[src/rtl/load_store_unit.sv]
// load_store_unit: single-port RAM load/store sequencer with sub-word extension
// and read-modify-write for halfword/byte stores.
module load_store_unit (
   input  logic        clk,
   input  logic        reset,
   input  logic        start,
   input  logic [2:0]  op,
   input  logic [31:0] addr,
   input  logic [31:0] wdata,
   output logic        busy,
   output logic        done,
   output logic        err,
   output logic [31:0] rdata,
   output logic [31:0] mem_addr,
   output logic [31:0] mem_wdata,
   output logic        mem_read,
   output logic        mem_write,
   input  logic [31:0] mem_rdata
);
   typedef enum logic [1:0] {IDLE, READ, WRITE, DONE} state_t;
   localparam logic [2:0] LW = 3'd0, LH = 3'd1, LHU = 3'd2, LB = 3'd3,
                          LBU = 3'd4, SW = 3'd5, SH = 3'd6, SB = 3'd7;
   state_t state_q, state_d;
   logic [2:0]  op_q, op_d;
   logic [31:0] addr_q, addr_d, wdata_q, wdata_d, rdata_q, rdata_d, wword_q, wword_d;
   logic        err_q, err_d;
   logic        misaligned;
   logic [31:0] sh, load_val, lane_mask, lane_data, merged;
   assign misaligned = (op == LW || op == SW) ? |addr[1:0] :
                       (op == LH || op == LHU || op == SH) ? addr[0] : 1'b0;
   // Shifting the word right by the byte offset puts the addressed lane at bit 0.
   assign sh = mem_rdata >> {addr_q[1:0], 3'b000};
   assign load_val = op_q == LW  ? mem_rdata :
                     op_q == LH  ? {{16{sh[15]}}, sh[15:0]} :
                     op_q == LHU ? {16'b0, sh[15:0]} :
                     op_q == LB  ? {{24{sh[7]}}, sh[7:0]} : {24'b0, sh[7:0]};
   assign lane_mask = op_q == SB ? 32'h0000_00FF << {addr_q[1:0], 3'b000} :
                      addr_q[1] ? 32'hFFFF_0000 : 32'h0000_FFFF;
   assign lane_data = op_q == SB ? {4{wdata_q[7:0]}} : {2{wdata_q[15:0]}};
   assign merged    = (mem_rdata & ~lane_mask) | (lane_data & lane_mask);
   always_comb begin
      state_d = state_q;
      op_d    = op_q;
      addr_d  = addr_q;
      wdata_d = wdata_q;
      rdata_d = rdata_q;
      wword_d = wword_q;
      err_d   = err_q;
      case (state_q)
         IDLE: if (start) begin
            op_d    = op;
            addr_d  = addr;
            wdata_d = wdata;
            wword_d = wdata;
            err_d   = misaligned;
            state_d = misaligned ? DONE : (op == SW ? WRITE : READ);
         end
         READ: begin
            wword_d = (op_q == SH || op_q == SB) ? merged : wword_q;
            rdata_d = (op_q == SH || op_q == SB) ? rdata_q : load_val;
            state_d = (op_q == SH || op_q == SB) ? WRITE : DONE;
         end
         WRITE: state_d = DONE;
         DONE: begin
            err_d   = 1'b0;
            state_d = IDLE;
         end
      endcase
   end
   always_ff @(posedge clk) begin
      if (reset) begin
         state_q <= IDLE;
         op_q    <= '0;
         addr_q  <= '0;
         wdata_q <= '0;
         rdata_q <= '0;
         wword_q <= '0;
         err_q   <= 1'b0;
      end else begin
         state_q <= state_d;
         op_q    <= op_d;
         addr_q  <= addr_d;
         wdata_q <= wdata_d;
         rdata_q <= rdata_d;
         wword_q <= wword_d;
         err_q   <= err_d;
      end
   end
   assign busy      = state_q != IDLE;
   assign done      = state_q == DONE;
   assign err       = err_q;
   assign rdata     = rdata_q;
   assign mem_addr  = {addr_q[31:2], 2'b00};
   assign mem_read  = state_q == READ;
   assign mem_write = state_q == WRITE;
   assign mem_wdata = mem_write ? wword_q : '0;
endmodule

[config.mk]
export PLATFORM = sky130hd
export DESIGN_NAME = load_store_unit
export DESIGN_NICKNAME = d
export VERILOG_FILES = /design/src/rtl/load_store_unit.sv
export SDC_FILE = /design/constraint.sdc
export NUM_CORES = 1
export LEC_CHECK = 0
export CAP_MARGIN = 20
export CORE_MARGIN = 10
export CORE_UTILIZATION = 30
export CTS_CLUSTER_SIZE = 30
export DETAILED_ROUTE_END_ITERATION = 8
export DONT_BUFFER_PORTS = 1
export HOLD_SLACK_MARGIN = 0.1
export PLACE_DENSITY_LB_ADDON = 0.25
export SYNTH_ARGS = -nofsm -noshare
export SYNTH_HDL_FRONTEND = slang
export SYNTH_SLANG_ARGS = --single-unit
[constraint.sdc]
create_clock -name clk -period 3.74 [get_ports clk]
set_input_delay 0.748 -clock clk [delete_from_list [all_inputs] [get_ports clk]]
set_output_delay 0.748 -clock clk [all_outputs]
set_load 0.03 [all_outputs]
After elaboration in Yosys (flattened, before gate mapping)
Index checks and enable logic that the tools add are counted.
Widths: inputs -> output; s select.

word-level totals
  output and inout bits = 101
  flip-flop bits (word level) = 118
  RAM bits = 0
  bits in read-only memories = 0
  latch bits = 0
  memories kept = 0

cells by class
  reductions and logical operators = 15
  $mul = 0
  bitwise logic cells = 5
  add/subtract/negate cells = 0
  mux-type cells = 20
  shift-type cells = 2
  div/mod/pow operators = 0
  order comparisons = 0
  equal/unequal tests = 14

operator list
  cell                  count
  $mux 32               10
  $and 32x32->32        2
  $pmux 32 s2           1
  $not 32->32           1
  $or 32x32->32         1
  $shl 8x5->32 const A  1
  $shr 32x5->16         1
  $eq 3x3->1 const B    4
  $eq 3x2->1 const B    3
  $pmux 2 s4            1
  $eq 3x1->1 const B    2
  $logic_not 3->1       2
  $mux 2                3
  $reduce_and 2->1      3
  $reduce_bool 2->1     3
  $eq 2x2->1 const B    2
  $logic_or 1x1->1      4
  $mux 1                4
  $reduce_and 3->1      1
  $eq 2x1->1 const B    1
  $logic_not 2->1       1
  $ne 2x1->1 const B    1
  $ne 2x2->1 const B    1
  $pmux 1 s2            1
  other kinds (2)       2

Depth between registers and ports, before layout
Gate-level depths: netlist (run 1).

  depth after elaboration = 8
  gate-level depth with buffers = 9

Least setup slack after synthesis (run 1)
OpenSTA, ideal clock, no wires.

  kind = register to output
  start = register state_q[0]
  end = output port mem_wdata[0]
  slack = 1.640 ns
  buffers on the path = 1
  data required time = 2.992 ns
  cell stages (with the launch flop) = 5
  data arrival time = 1.352 ns
  cell sequence = dfxtp_1 -> inv_1 -> ha_1 -> clkbuf_1 -> and2_1

on the way
  word-level cells in the longest chain between the ends = 2

RTL lines
  item                      line  text
  start: declaration        23    state_t state_q, state_d;
  start signal: assignment  80    state_q <= state_d;
  $eq 2x2->1                95    assign mem_write = state_q == WRITE;
  named net mem_write       17    output logic mem_write,
  $mux 32                   96    assign mem_wdata = mem_write ? wword_q : '0;
  end: declaration          15    output logic [31:0] mem_wdata,

The timed path passes the listed nets, and every way through them passes these cells.

Worst setup path in the final report (run 1)
  start = register state_q[0]
  end = output port mem_wdata[23]

Same word-level chain as after synthesis.

==> results of run 1 <==
==> worst max-delay path: stages, from the launching register on <==
cell,delay (ps)
sky130_fd_sc_hd__dfxtp_1,330
sky130_fd_sc_hd__inv_1,80
sky130_fd_sc_hd__ha_1,550
sky130_fd_sc_hd__buf_12,250
sky130_fd_sc_hd__and2_1,390
==> sequential cells by signal, indices dropped and copies added (netlist names) <==
signal,cells
err,1
op_q,3
wdata_q,16
state_q,2
addr_q,32
wword_q,32
rdata,32
==> cells in the mapped netlist (9+ instances only) <==
cell and count:
sky130_fd_sc_hd__a211oi_1 17, sky130_fd_sc_hd__a21oi_1 62, sky130_fd_sc_hd__a311oi_1 31, sky130_fd_sc_hd__and2_1 33, sky130_fd_sc_hd__buf_2 11, sky130_fd_sc_hd__buf_4 40, sky130_fd_sc_hd__clkbuf_1 40, sky130_fd_sc_hd__dfxtp_1 118
sky130_fd_sc_hd__mux2_2 15, sky130_fd_sc_hd__mux2i_1 14, sky130_fd_sc_hd__nand2_1 136, sky130_fd_sc_hd__nand2b_1 26, sky130_fd_sc_hd__nand3_1 9, sky130_fd_sc_hd__nor2_1 68, sky130_fd_sc_hd__o21ai_0 21, sky130_fd_sc_hd__o221ai_1 15
==> path summary, 6_finish.rpt <==
kind	to	slack, ps	cells after the start
worst min register to register	wdata_q[10]	460	2
worst max-delay path	mem_wdata[23]	950	4
worst min-delay path	rdata[5]	450	1
worst max register to register	wword_q[2]	1060	7
==> metal layers <==
metal / track usage / vias to the layer above
li1: - / 2537
met1: 0.183 / 2412
met2: 0.241 / 201
met3: 0.0798 / 13
met4: 0.0386 / 0
met5: 0 / -
==> cell usage in the layout (no fill, tap or decap), types with 5 or more instances in the layout <==
| master | synthesis | routed |
|---|---|---|
| sky130_fd_sc_hd__nand2_1 | 136 | 135 |
| sky130_fd_sc_hd__dfxtp_1 | 118 | 117 |
| sky130_fd_sc_hd__nor2_1 | 68 | 68 |
| sky130_fd_sc_hd__a21oi_1 | 62 | 62 |
| sky130_fd_sc_hd__and2_1 | 33 | 32 |
| sky130_fd_sc_hd__a311oi_1 | 31 | 31 |
| sky130_fd_sc_hd__nand2b_1 | 26 | 26 |
| sky130_fd_sc_hd__o21ai_0 | 21 | 21 |
| sky130_fd_sc_hd__a211oi_1 | 17 | 17 |
| sky130_fd_sc_hd__clkbuf_16 | 0 | 17 |
| sky130_fd_sc_hd__mux2_2 | 15 | 15 |
| sky130_fd_sc_hd__o221ai_1 | 15 | 15 |
| sky130_fd_sc_hd__mux2i_1 | 14 | 14 |
| sky130_fd_sc_hd__nand3_1 | 9 | 9 |
| sky130_fd_sc_hd__buf_4 | 40 | 9 |
| sky130_fd_sc_hd__o211ai_1 | 8 | 8 |
| sky130_fd_sc_hd__a22oi_1 | 8 | 8 |
| sky130_fd_sc_hd__o41ai_1 | 8 | 8 |
| sky130_fd_sc_hd__a2111oi_2 | 8 | 8 |
| sky130_fd_sc_hd__a31o_1 | 8 | 8 |
| sky130_fd_sc_hd__a221oi_1 | 7 | 7 |
| sky130_fd_sc_hd__a2bb2oi_1 | 7 | 7 |
| sky130_fd_sc_hd__nor2b_1 | 6 | 6 |
| sky130_fd_sc_hd__inv_1 | 5 | 5 |
==> power by group <==
group | total [uW] | internal [uW] | leakage (uW) | switching (uW)
combinational | 2060 | 709 | 0.00108 | 1350
sequential | 2350 | 1670 | 0.000969 | 681
clock | 1780 | 1140 | 0.000300 | 645
total | 6200 | 3520 | 0.00235 | 2680
==> cells by family (layout without fill, tap and decap cells) <==
logic type	Yosys count	count (layout)	synth area share
and+or+nand+nor	293	293	0.213
AOI/OAI and AO/OA	211	211	0.251
DFF	118	118	0.379
buffers and inverters	107	48	0.0945
muxes	30	30	0.0532
adders and majority gates	4	4	0.00802
other	1	2	0.000601
xor gates and xnor gates	1	1	0.00140
==> layout make-up <==
| type | instances | area (um2) |
|---|---|---|
| inverter | 6 | 22.5 |
| timing repair buffer | 10 | 87.6 |
| clock inverter | 14 | 199 |
| tap | 270 | 338 |
| fill | 2151 | 13600 |
| multi-input combinational | 541 | 3300 |
| clock buffer | 18 | 439 |
| sequential | 118 | 2360 |
==> through the flow <==
stage	cell area (um2)	utilization	total power [uW]	setup WS [ps]
after floorplan	6240	-	4070	1640
after global placement	6110	0.300	4450	1130
after detailed placement	6110	0.300	4470	1070
after CTS	6750	0.332	6270	903
after global routing	6750	0.332	6590	829
final	6750	0.332	6200	954
==> results, run 1 <==
- Dividing the detail-routed via count by the number of cells gives 5.28.
- Among all flip-flop cells after synthesis, the most frequent one is sky130_fd_sc_hd__dfxtp_1.
- The number of warning messages in the yosys log is 0.
- The antenna diode count is 0.
- After synthesis, the share of flip-flops with an asynchronous set or reset is 0.
- The worst setup path startpoint is state_q[0].
- The final number of setup-violating endpoints is 0.
- The CTS tree is yes.
- The total setup buffers inserted after CTS is 0.
- In this run, the number of DRC markers left after iteration 0 of detailed routing was 471.
- The class of the most critical setup path is flop to output pin.
- In this run the worst hold path is classified as input port to flop.
- At the end of routability-driven placement, the weighted congestion stood at 0.818.
- The vias after detailed routing is 5,163.
- The core region is 0.0204 mm2.
- The total overflow left after global routing is 0.
- The run finished with clean final reports.
- After synthesis the cells add up to 0.00624 mm2.
- The clock insertion delay at the later pin of the skew report is 420 ps.
- The I/O pin total is 203.
- The worst hold slack after final layout is 451 ps.
- The total global routing track utilization is 0.155.
- Once placement completed, the tool counted placed cells totaling 945.
- The number of nets in the layout is 800.
- The largest total area in the synthesized netlist belongs to sky130_fd_sc_hd__dfxtp_1.
- The synthesis-to-finish area growth is 8.26%.
- The ratio of final minimum period to clock period is 0.745.
- The top layer used by detailed routing is met4.
- The vertical die dimension is 164 um.
- The top-area cell type share of the netlist area is 0.379.
- The worst min-delay path startpoint is reset.
- The top fanout value on the critical path is 29.
- The H-tree depth is 4.
- The hold violation count in the final report is 0.
- The number of global-route vias before repair is 5,070.
- The met2 layer wire length in the routed design is 9.98 mm.
- In this run, post-CTS repair resized a total of 0 instances.
- The clock net sink count is 118.
- For this run, the top clock speed supported by timing is 359 MHz.
- Counting flops and latches in the post-synthesis netlist gives 118.
- Dividing total power by cell area gives a power density of 918 mW/mm2.
- The filler-free cell count of the finished design is 977.
- The effective utilization at floorplan is 0.306.
- The count of nets left with antenna violations once routing finished came out at 0.
- The worst-case headroom to the max-slew limit is 0.351.
- Setup repair after global routing left no endpoint under its margin.
- The nature of the critical path startpoint is a flop.
- For this design, the CTS-stage hold fixing added 0 buffers.
- The worst setup path is captured at an output pin.
- In the final layout, the share of cells above drive strength 1 is 0.112.
- In this run the clock root is driven by a sky130_fd_sc_hd__clkbuf_16.
- From left edge to right edge, the die measures 164 um.
- The HPWL after detailed placement is 15.5 mm.
- The summed negative setup slack over all endpoints is 0 ps.
- The number of enable-type register cells in the synthesized netlist is 0.
- The post-route minimum period is 2790 ps.
- STA puts the critical path data required time at 2990 ps.
- The detailed-routing iteration count for the pre-antenna-repair pass is 4.
- In the post-synthesis netlist, the biggest area contributors are sky130_fd_sc_hd__dfxtp_1, sky130_fd_sc_hd__nand2_1, sky130_fd_sc_hd__a21oi_1.
- After detailed routing, the number of remaining DRC violations is 0.
- The mean post-synth cell area is 8.15 um2.
- The actual transition at the worst max-transition pin is 973 ps.
- Input and output buffers added on the ports amount to 0.
- The global-route wire length before repair is 31.7 mm.
- Summed over all cells, the static leakage comes to 0.00235 uW.
- The floorplan has 52 rows.
- The fraction of the yosys area taken by sequential cells is 0.379.
- The clock transition at the registers of the reported paths is 60 ps.
- The signal arrival time at the worst endpoint is 2040 ps.
- Entering global routing, the biggest net connects 115 pins.
- The synthesized instance count is 765.
- After detailed routing, the total wire length is 21.6 mm.
- The worst-case IR drop observed on VDD is 0.391 mV.
- The initial antenna violation count is 1.
- The setup skew after layout is 6.33 ps.
- The floorplan step defined a die boundary enclosing 0.0270 mm2.
- The reg-to-reg critical path startpoint is state_q[1].
- The routed design uses 2.69 mm of met3 wire.
- Synthesis instantiated 53 different standard cells from the library.
- The number of max-slew violations in the final report was 0.
- The largest buffer count on any clock path is 2.
- Dividing the detail-routed wire length by the instance count gives 22.1 um.
- TritonCTS created 17 clock buffers.
- The met1 wire length is 8.70 mm.
- The count of max-cap constraint violations is 0.
(Power assumes the default switching activity.)
==> inputs of run 2 (changes only) <==
--- a/config.mk
+++ b/config.mk
@@ -5,6 +5,7 @@
 export SDC_FILE = /design/constraint.sdc
 export NUM_CORES = 1
 export LEC_CHECK = 0
+export ABC_AREA = 1
 export CAP_MARGIN = 20
 export CORE_MARGIN = 10
 export CORE_UTILIZATION = 30
==> constraint.sdc (replaced) <==
create_clock -name clk -period 2.3 [get_ports clk]
set_input_delay 0.46 -clock clk [delete_from_list [all_inputs] [get_ports clk]]
set_output_delay 0.46 -clock clk [all_outputs]
set_load 0.03 [all_outputs]
==> results, run 2 <==
- The global-route wire length before repair is 32.7 mm (was 31.7 mm).
- The CTS tree is yes (unchanged).
- The HPWL after detailed placement came to 16.5 mm (was 15.5 mm).
- The number of max-slew violations in the final report is 0 (unchanged).
- The clock transition at the registers of the reported paths is 60 ps (about the same).
- The clock insertion delay at the later pin of the skew report was 420 ps (about the same).
- The number of enable-type register cells in the synthesized netlist is 0 (unchanged).
- Status: completed (unchanged).
- The ratio of final minimum period to clock period is 0.924.
- Top cells by area in the synthesized netlist: sky130_fd_sc_hd__dfxtp_1, sky130_fd_sc_hd__nand2_1, sky130_fd_sc_hd__o21ai_0 (was sky130_fd_sc_hd__dfxtp_1, sky130_fd_sc_hd__nand2_1, sky130_fd_sc_hd__a21oi_1).
- The nature of the critical path startpoint was a flop (unchanged).
- The overall die width is 163 um (was 164 um).
- The most common cell type on the critical path is sky130_fd_sc_hd__inv_1.
- The most common cell after layout, fill and taps aside is sky130_fd_sc_hd__nand2_1 (unchanged).
- The unique cell type count in the Yosys netlist was 33 (was 53).
- The number of cells traversed by the worst hold path is 1 (unchanged).
- The final antenna-violating net count came to 0 (unchanged).
- The layout cell share with drive strength beyond 1 is 0.120 (was 0.112).
- The critical path required time is 1840 ps (was 2990 ps).
- Commonest cells after routing, fill and taps aside: sky130_fd_sc_hd__nand2_1, sky130_fd_sc_hd__o21ai_0, sky130_fd_sc_hd__a21oi_1, sky130_fd_sc_hd__dfxtp_1, sky130_fd_sc_hd__nor2_1 (was sky130_fd_sc_hd__nand2_1, sky130_fd_sc_hd__dfxtp_1, sky130_fd_sc_hd__nor2_1, sky130_fd_sc_hd__a21oi_1, sky130_fd_sc_hd__and2_1).
- The static leakage power was 0.00322 uW (was 0.00235 uW).
- The number of nets in the layout is 1,003 (was 800).
- The post-route minimum period is 2130 ps.
- The total standard cell area after synthesis is 0.00617 mm2 (was 0.00624 mm2).
- The number of filler instances in the final layout is 2,238 (was 2,151).
- The fraction of the yosys area taken by sequential cells was 0.383 (was 0.379).
- The worst hold slack after final layout is 128 ps (was 451 ps).
- The worst-case headroom to the max-slew limit came to 0.323 (was 0.351).
- The number of warning messages in the yosys log is 0 (unchanged).
- The leftover overflow at the end of global routing is 0 (unchanged).
- The type of the tightest min-delay check is input port to flop (unchanged).
- The routability-driven placement congestion ratio was 0.900 (was 0.818).
- The antenna diode count was 0 (unchanged).
- The die area was 0.0267 mm2 (was 0.0270 mm2).
- The top flip-flop cell by instance count after synthesis is sky130_fd_sc_hd__dfxtp_1 (unchanged).
- The async set or reset register ratio after synthesis came to 0 (unchanged).
- The top fanout value on the critical path is 32 (was 29).
- The setup skew after layout is 6.22 ps (was 6.33 ps).
- The core area is 0.0202 mm2 (was 0.0204 mm2).
- The final number of setup-violating endpoints is 0 (unchanged).
- The summed negative setup slack over all endpoints is 0 ps (unchanged).
- The H-tree depth is 4 (unchanged).
- Most used standard cells in the synthesized netlist: sky130_fd_sc_hd__nand2_1, sky130_fd_sc_hd__o21ai_0, sky130_fd_sc_hd__a21oi_1, sky130_fd_sc_hd__dfxtp_1, sky130_fd_sc_hd__nor2_1 (was sky130_fd_sc_hd__nand2_1, sky130_fd_sc_hd__dfxtp_1, sky130_fd_sc_hd__nor2_1, sky130_fd_sc_hd__a21oi_1).
- The synthesis-to-finish area growth is 12.4% (was 8.26%).
- The I/O pin total came to 203 (unchanged).
- The actual transition at the worst max-transition pin is 1010 ps (was 973 ps).
- The hold violation count in the final report is 0 (unchanged).
- The signal arrival time at the worst endpoint is 1670 ps (was 2040 ps).
- The total global routing track utilization is 0.158 (was 0.155).
- The initial antenna violation count was 0 (was 1).
- Sequence of cells on the critical path: inv_1 -> ha_1 -> buf_6 -> nand2_1 -> inv_1 -> buf_4 (was inv_1 -> ha_1 -> buf_12 -> and2_1).
- The multi-input gate area in the final layout is 0.00290 mm2 (was 0.00330 mm2).
- The clock net sink count is 118 (unchanged).
- The cell depth of the worst flop-to-flop path is 6 (was 7).
- The number of clock buffers inserted by TritonCTS came to 17 (unchanged).
- The detailed router's first-iteration violation count is 569 (was 471).
- The worst IR drop on VDD is 0.585 mV (was 0.391 mV).
- The average via count per standard cell was 4.89 (was 5.28).
- The register cell area after layout is 0.00236 mm2 (about the same).
- The class of the most critical setup path is flop to output pin (unchanged).
- The endpoint class of the critical path was an output pin (unchanged).
- The routed length per instance is 18.6 um (was 22.1 um).
- The cell area power density was 1300 mW/mm2 (was 918 mW/mm2).
- The top-area cell type share of the netlist area is 0.383 (was 0.379).
- The largest buffer count on any clock path is 2 (unchanged).
- The standard-cell row count is 52 (unchanged).
- The slowest cell on the critical path is sky130_fd_sc_hd__dfxtp_1 (was sky130_fd_sc_hd__ha_1).
- The vertical die dimension is 163 um (was 164 um).
- The largest net degree at the start of global routing was 73 (was 115).
- The most common cell in the netlist is sky130_fd_sc_hd__nand2_1 (unchanged).
- Derived from the worst setup path, the maximum achievable clock frequency is 470 MHz.
- The number of register bits inferred by synthesis came to 118 (unchanged).
- The wire length after detailed routing is 22.0 mm (was 21.6 mm).
- RSZ-0062 raised after global routing: no (unchanged).
- The detailed-routing iteration count for the pre-antenna-repair pass is 5 (was 4).
- The CTS root buffer is sky130_fd_sc_hd__clkbuf_16 (unchanged).
- The synthesized instance count was 918 (was 765).
- The vias after detailed routing is 5,775 (was 5,163).
- The remaining design rule violation count came to 0 (unchanged).
- The library cell with the largest summed area after synthesis is sky130_fd_sc_hd__dfxtp_1 (unchanged).
- The mean post-synth cell area is 6.72 um2 (was 8.15 um2).
- The number of global-route vias before repair is 5,580 (was 5,070).
- The effective utilization at floorplan is 0.305 (was 0.306).
- The number of buffers added on ports is 0 (unchanged).
- The utilization of the core after routing came to 0.343 (was 0.332).
- The count of max-cap constraint violations is 0 (unchanged).
- The largest stage delay on the critical path was 340 ps (was 550 ps).
[run 2: changes by cell type after synthesis, sizes merged, moves of 17 or more]
cell | before | now
a211oi | 17 | 0
and2 | 33 | 0
nand2 | 136 | 188
a21oi | 62 | 119
inv | 6 | 103
nor2 | 68 | 120
a311oi | 31 | 0
o21ai | 21 | 127
nand2b | 26 | 0
[run 2: metal layers]
metal,up-vias,GRT usage,part of all wire
li1,2885,-,-
met1,2646,0.181,0.40
met2,229,0.258,0.46
met3,15,0.0803,0.13
met4,0,0.0373,0.012
met5,-,0,0
[run 2: kinds of logic after synthesis]
kind of cell             Yosys count  synth area share
AO/OA/AOI/OAI                    275             0.237
adder cells (fa/ha/maj)            4           0.00812
buffers and inverters            190             0.147
flip-flops                       118             0.383
other                              1          0.000608
AND/OR/NAND/NOR                  330             0.225
[run 2: cell type report]
| cell class | instances | share of cell area |
|---|---|---|
| Clock buffer | 21 | 0.0664 |
| Clock inverter | 11 | 0.0144 |
| Inverter | 103 | 0.0565 |
| Multi-Input combinational cell | 611 | 0.419 |
| Sequential cell | 118 | 0.341 |
| Tap cell | 270 | 0.0487 |
| Timing Repair Buffer | 46 | 0.0543 |
[run 2: repair_timing]
| action | CTS | global route |
|---|---|---|
| endpoints found under the setup margin | 0 | 3 |
| hold buffers | 0 | 1 |
| gates resized for setup | 0 | 1 |
| buffers inserted | 0 | 0 |
| endpoints found under the hold margin | 0 | 1 |
[run 2: path summary, 6_finish.rpt]
| check | from | to | slack, ps |
|---|---|---|---|
| setup / recovery | state_q[0] | mem_wdata[11] | 170 |
| hold / removal | reset | state_q[1] | 130 |
| setup reg to reg | state_q[0] | state_q[0] | 220 |
| hold reg to reg | wdata_q[12] | wdata_q[12] | 450 |
[run 2: per-stage QoR]
| stage | std cells | power (uW) | cell area [um2] | setup slack, ps |
|---|---|---|---|---|
| floorplan | 919 | 5890 | 6170 | 338 |
| global placement | 1147 | 6550 | 6360 | 318 |
| detailed placement | 1147 | 6560 | 6360 | 258 |
| CTS | 1179 | 9130 | 6920 | 53.5 |
| global route | 1180 | 9700 | 6930 | 26.9 |
| finish | 1180 | 9040 | 6930 | 174 |
[run 2: worst max-delay path, delay by kind of cell (launching register included)]
| family | cells | cell delay [ps] |
|---|---|---|
| flip-flops | 1 | 340 |
| adder cells (fa/ha/maj) | 1 | 190 |
| AND/OR/NAND/NOR | 1 | 120 |
| buffers and inverters | 4 | 600 |
[run 2: power by group]
part           internal, uW  switching (uW)  total (uW)
clock                  1540             990        2530
sequential             2650             923        3570
combinational           939            2000        2940
==> inputs of run 3 (changes only) <==
==> constraint.sdc (replaced) <==
create_clock -name clk -period 2.18 [get_ports clk]
set_input_delay 0.436 -clock clk [delete_from_list [all_inputs] [get_ports clk]]
set_output_delay 0.436 -clock clk [all_outputs]
set_load 0.03 [all_outputs]
==> results, run 3 (synthesized netlist as in run 2, its figures left out) <==
- The largest buffer count on any clock path was 2 (unchanged).
- The CTS root buffer is sky130_fd_sc_hd__clkbuf_16 (unchanged).
- The top fanout value on the critical path is 33 (was 32).
- The detailed router's first-iteration violation count is 576 (was 569).
- The die area is 0.0267 mm2 (unchanged).
- The placed instance area is 0.00642 mm2 (was 0.00636 mm2).
- The ratio of final minimum period to clock period is 0.935.
- The initial antenna violation count is 0 (unchanged).
- The antenna diode count is 0 (unchanged).
- The largest stage delay on the critical path came to 330 ps (was 340 ps).
- The slowest cell on the critical path is sky130_fd_sc_hd__dfxtp_2 (was sky130_fd_sc_hd__dfxtp_1).
- The number of global-route vias before repair is 5,753 (was 5,580).
- The post-placement cell count is 1,152 (was 1,147).
- The I/O pin total is 203 (unchanged).
- The detailed-routing iteration count for the pre-antenna-repair pass is 5 (unchanged).
- The HPWL after detailed placement is 17.0 mm (was 16.5 mm).
- The vertical die dimension is 163 um (unchanged).
- Sequence of cells on the critical path: inv_1 -> ha_1 -> buf_12 -> nand2_1 -> inv_1 -> buf_4 (was inv_1 -> ha_1 -> buf_6 -> nand2_1 -> inv_1 -> buf_4).
- The total global routing track utilization came to 0.163 (was 0.158).
- The clock period could shrink to 2040 ps.
- The summed negative setup slack over all endpoints is 0 ps (unchanged).
- The number of buffers added on ports is 0 (unchanged).
- The overall die width is 163 um (unchanged).
- The effective utilization at floorplan is 0.305 (unchanged).
- The vias after detailed routing is 5,846 (was 5,775).
- The switching fraction of total power was 0.411 (was 0.433).
- The part of the power in the clock network is 0.304 (was 0.280).
- The endpoint class of the critical path is an output pin (unchanged).
- The number of clock buffers inserted by TritonCTS was 17 (unchanged).
- The routability-driven placement congestion ratio is 0.928 (was 0.900).
- The most common cell after layout, fill and taps aside is sky130_fd_sc_hd__nand2_1 (unchanged).
- The global-route wire length before repair is 33.7 mm (was 32.7 mm).
- The internal power summed over all cells is 5890 uW (was 5130 uW).
- The setup skew after layout is 10.8 ps (was 6.22 ps).
- The final cell area excluding filler cells was 0.00706 mm2 (was 0.00693 mm2).
- The utilization of the core after routing is 0.349 (was 0.343).
- The leftover overflow at the end of global routing is 0 (unchanged).
- The count of max-cap constraint violations is 0 (unchanged).
- The average via count per standard cell came to 4.94 (was 4.89).
- The sequential power share was 0.377 (was 0.395).
- The nature of the critical path startpoint is a flop (unchanged).
- The signal arrival time at the worst endpoint came to 1600 ps (was 1670 ps).
- The wire length after detailed routing is 22.3 mm (was 22.0 mm).
- The total setup buffers inserted after CTS is 0 (unchanged).
- The cell count along the critical path is 6 (unchanged).
- The hold violation count in the final report came to 0 (unchanged).
- The remaining design rule violation count is 0 (unchanged).
- The most common cell type on the critical path is sky130_fd_sc_hd__inv_1 (unchanged).
- The synthesis-to-finish area growth is 14.5% (was 12.4%).
- The number of cells traversed by the worst hold path came to 3 (was 1).
- The achievable clock frequency is 491 MHz.
- The routed length per instance is 18.8 um (was 18.6 um).
- The clock transition at the registers of the reported paths came to 50 ps (was 60 ps).
- The cell area power density was 1420 mW/mm2 (was 1300 mW/mm2).
- The H-tree depth is 4 (unchanged).
- The final antenna-violating net count was 0 (unchanged).
- The filler-free cell count of the finished design was 1,183 (was 1,180).
- The worst-case headroom to the max-slew limit came to 0.632 (was 0.323).
- The standard-cell row count came to 52 (unchanged).
- The number of max-slew violations in the final report is 0 (unchanged).
- The CTS tree is yes (unchanged).
- The static leakage power was 0.00330 uW (was 0.00322 uW).
- The worst IR drop on VDD came to 0.526 mV (was 0.585 mV).
- The cell depth of the worst flop-to-flop path is 9 (was 6).
- The number of buffers and inverters on the critical path is 4 (unchanged).
- The largest net degree at the start of global routing came to 49 (was 73).
- The power share of the combinational group is 0.319 (was 0.325).
- The final number of setup-violating endpoints is 0 (unchanged).
- The layout cell share with drive strength beyond 1 was 0.123 (was 0.120).
- The class of the most critical setup path is flop to output pin (unchanged).
- The switching power is 4120 uW (was 3910 uW).
- Commonest cells after routing, fill and taps aside: sky130_fd_sc_hd__nand2_1, sky130_fd_sc_hd__o21ai_0, sky130_fd_sc_hd__a21oi_1, sky130_fd_sc_hd__nor2_1, sky130_fd_sc_hd__dfxtp_1 (was sky130_fd_sc_hd__nand2_1, sky130_fd_sc_hd__o21ai_0, sky130_fd_sc_hd__a21oi_1, sky130_fd_sc_hd__dfxtp_1, sky130_fd_sc_hd__nor2_1).
- The actual transition at the worst max-transition pin is 548 ps (was 1010 ps).
- The clock net sink count is 118 (unchanged).
- The type of the tightest min-delay check is input port to flop (unchanged).
- The clock insertion delay at the later pin of the skew report is 410 ps (was 420 ps).
- RSZ-0062 raised after global routing: no (unchanged).
- The core area is 0.0202 mm2 (unchanged).
- The critical path required time is 1740 ps (was 1840 ps).
- Status: completed (unchanged).
- The number of nets in the layout was 1,008 (was 1,003).
- The critical path's top delay family is buffers and inverters (unchanged).
## run 3: cell type report
class / instances / area, um2
well taps: 270 / 338
multi-input cells: 611 / 2900
flip-flops and latches: 118 / 2360
clock inverters: 9 / 176
repair buffers: 51 / 435
fillers: 2243 / 13200
clock buffers: 21 / 450
inverters: 103 / 392
## run 3: worst min-delay path, stage by stage
cell and delay (ps):
sky130_fd_sc_hd__nor2_1 20, sky130_fd_sc_hd__nand2_1 50, sky130_fd_sc_hd__inv_1 30
## run 3: per-layer routing
metal / GRT usage / vias to the layer above / part of all wire
li1: - / 2884 / -
met3: 0.0778 / 23 / 0.13
met5: 0 / - / 0
met1: 0.190 / 2690 / 0.39
met2: 0.259 / 249 / 0.46
met4: 0.0512 / 0 / 0.018
## run 3: path summary, 6_finish.rpt
kind / startpoint / endpoint / slack (ps)
hold reg to reg: wdata_q[8] / wdata_q[8] / 470
hold / removal: reset / rdata[25] / 170
setup / recovery: state_q[0] / mem_wdata[13] / 140
setup reg to reg: state_q[0] / wword_q[29] / 400
## run 3: per-stage QoR
stage / worst slack, ps / power [uW] / hold WS [ps]
2_1_floorplan: 242 / 6220 / 430
3_3_place_gp: 354 / 7010 / 454
3_5_place_dp: 375 / 7030 / 456
4_1_cts: 73.4 / 10100 / 147
5_1_grt: 21.3 / 10700 / 157
6_report: 142 / 10000 / 166
## run 3: power groups by stage
stage | logic [uW] | clock network (uW) | registers [uW]
5_1_grt | 3640 | 3220 | 3870
6_report | 3190 | 3050 | 3770
2_1_floorplan | 2810 | 0 | 3410
3_3_place_gp | 3190 | 0 | 3830
4_1_cts | 3210 | 3100 | 3790
3_5_place_dp | 3200 | 0 | 3830
## run 3: timing repair
action                     in CTS  in global routing
hold buffers                    1                  0
hold endpoints to repair        2                  0
setup endpoints to repair       0                  3
resized for setup               0                  1
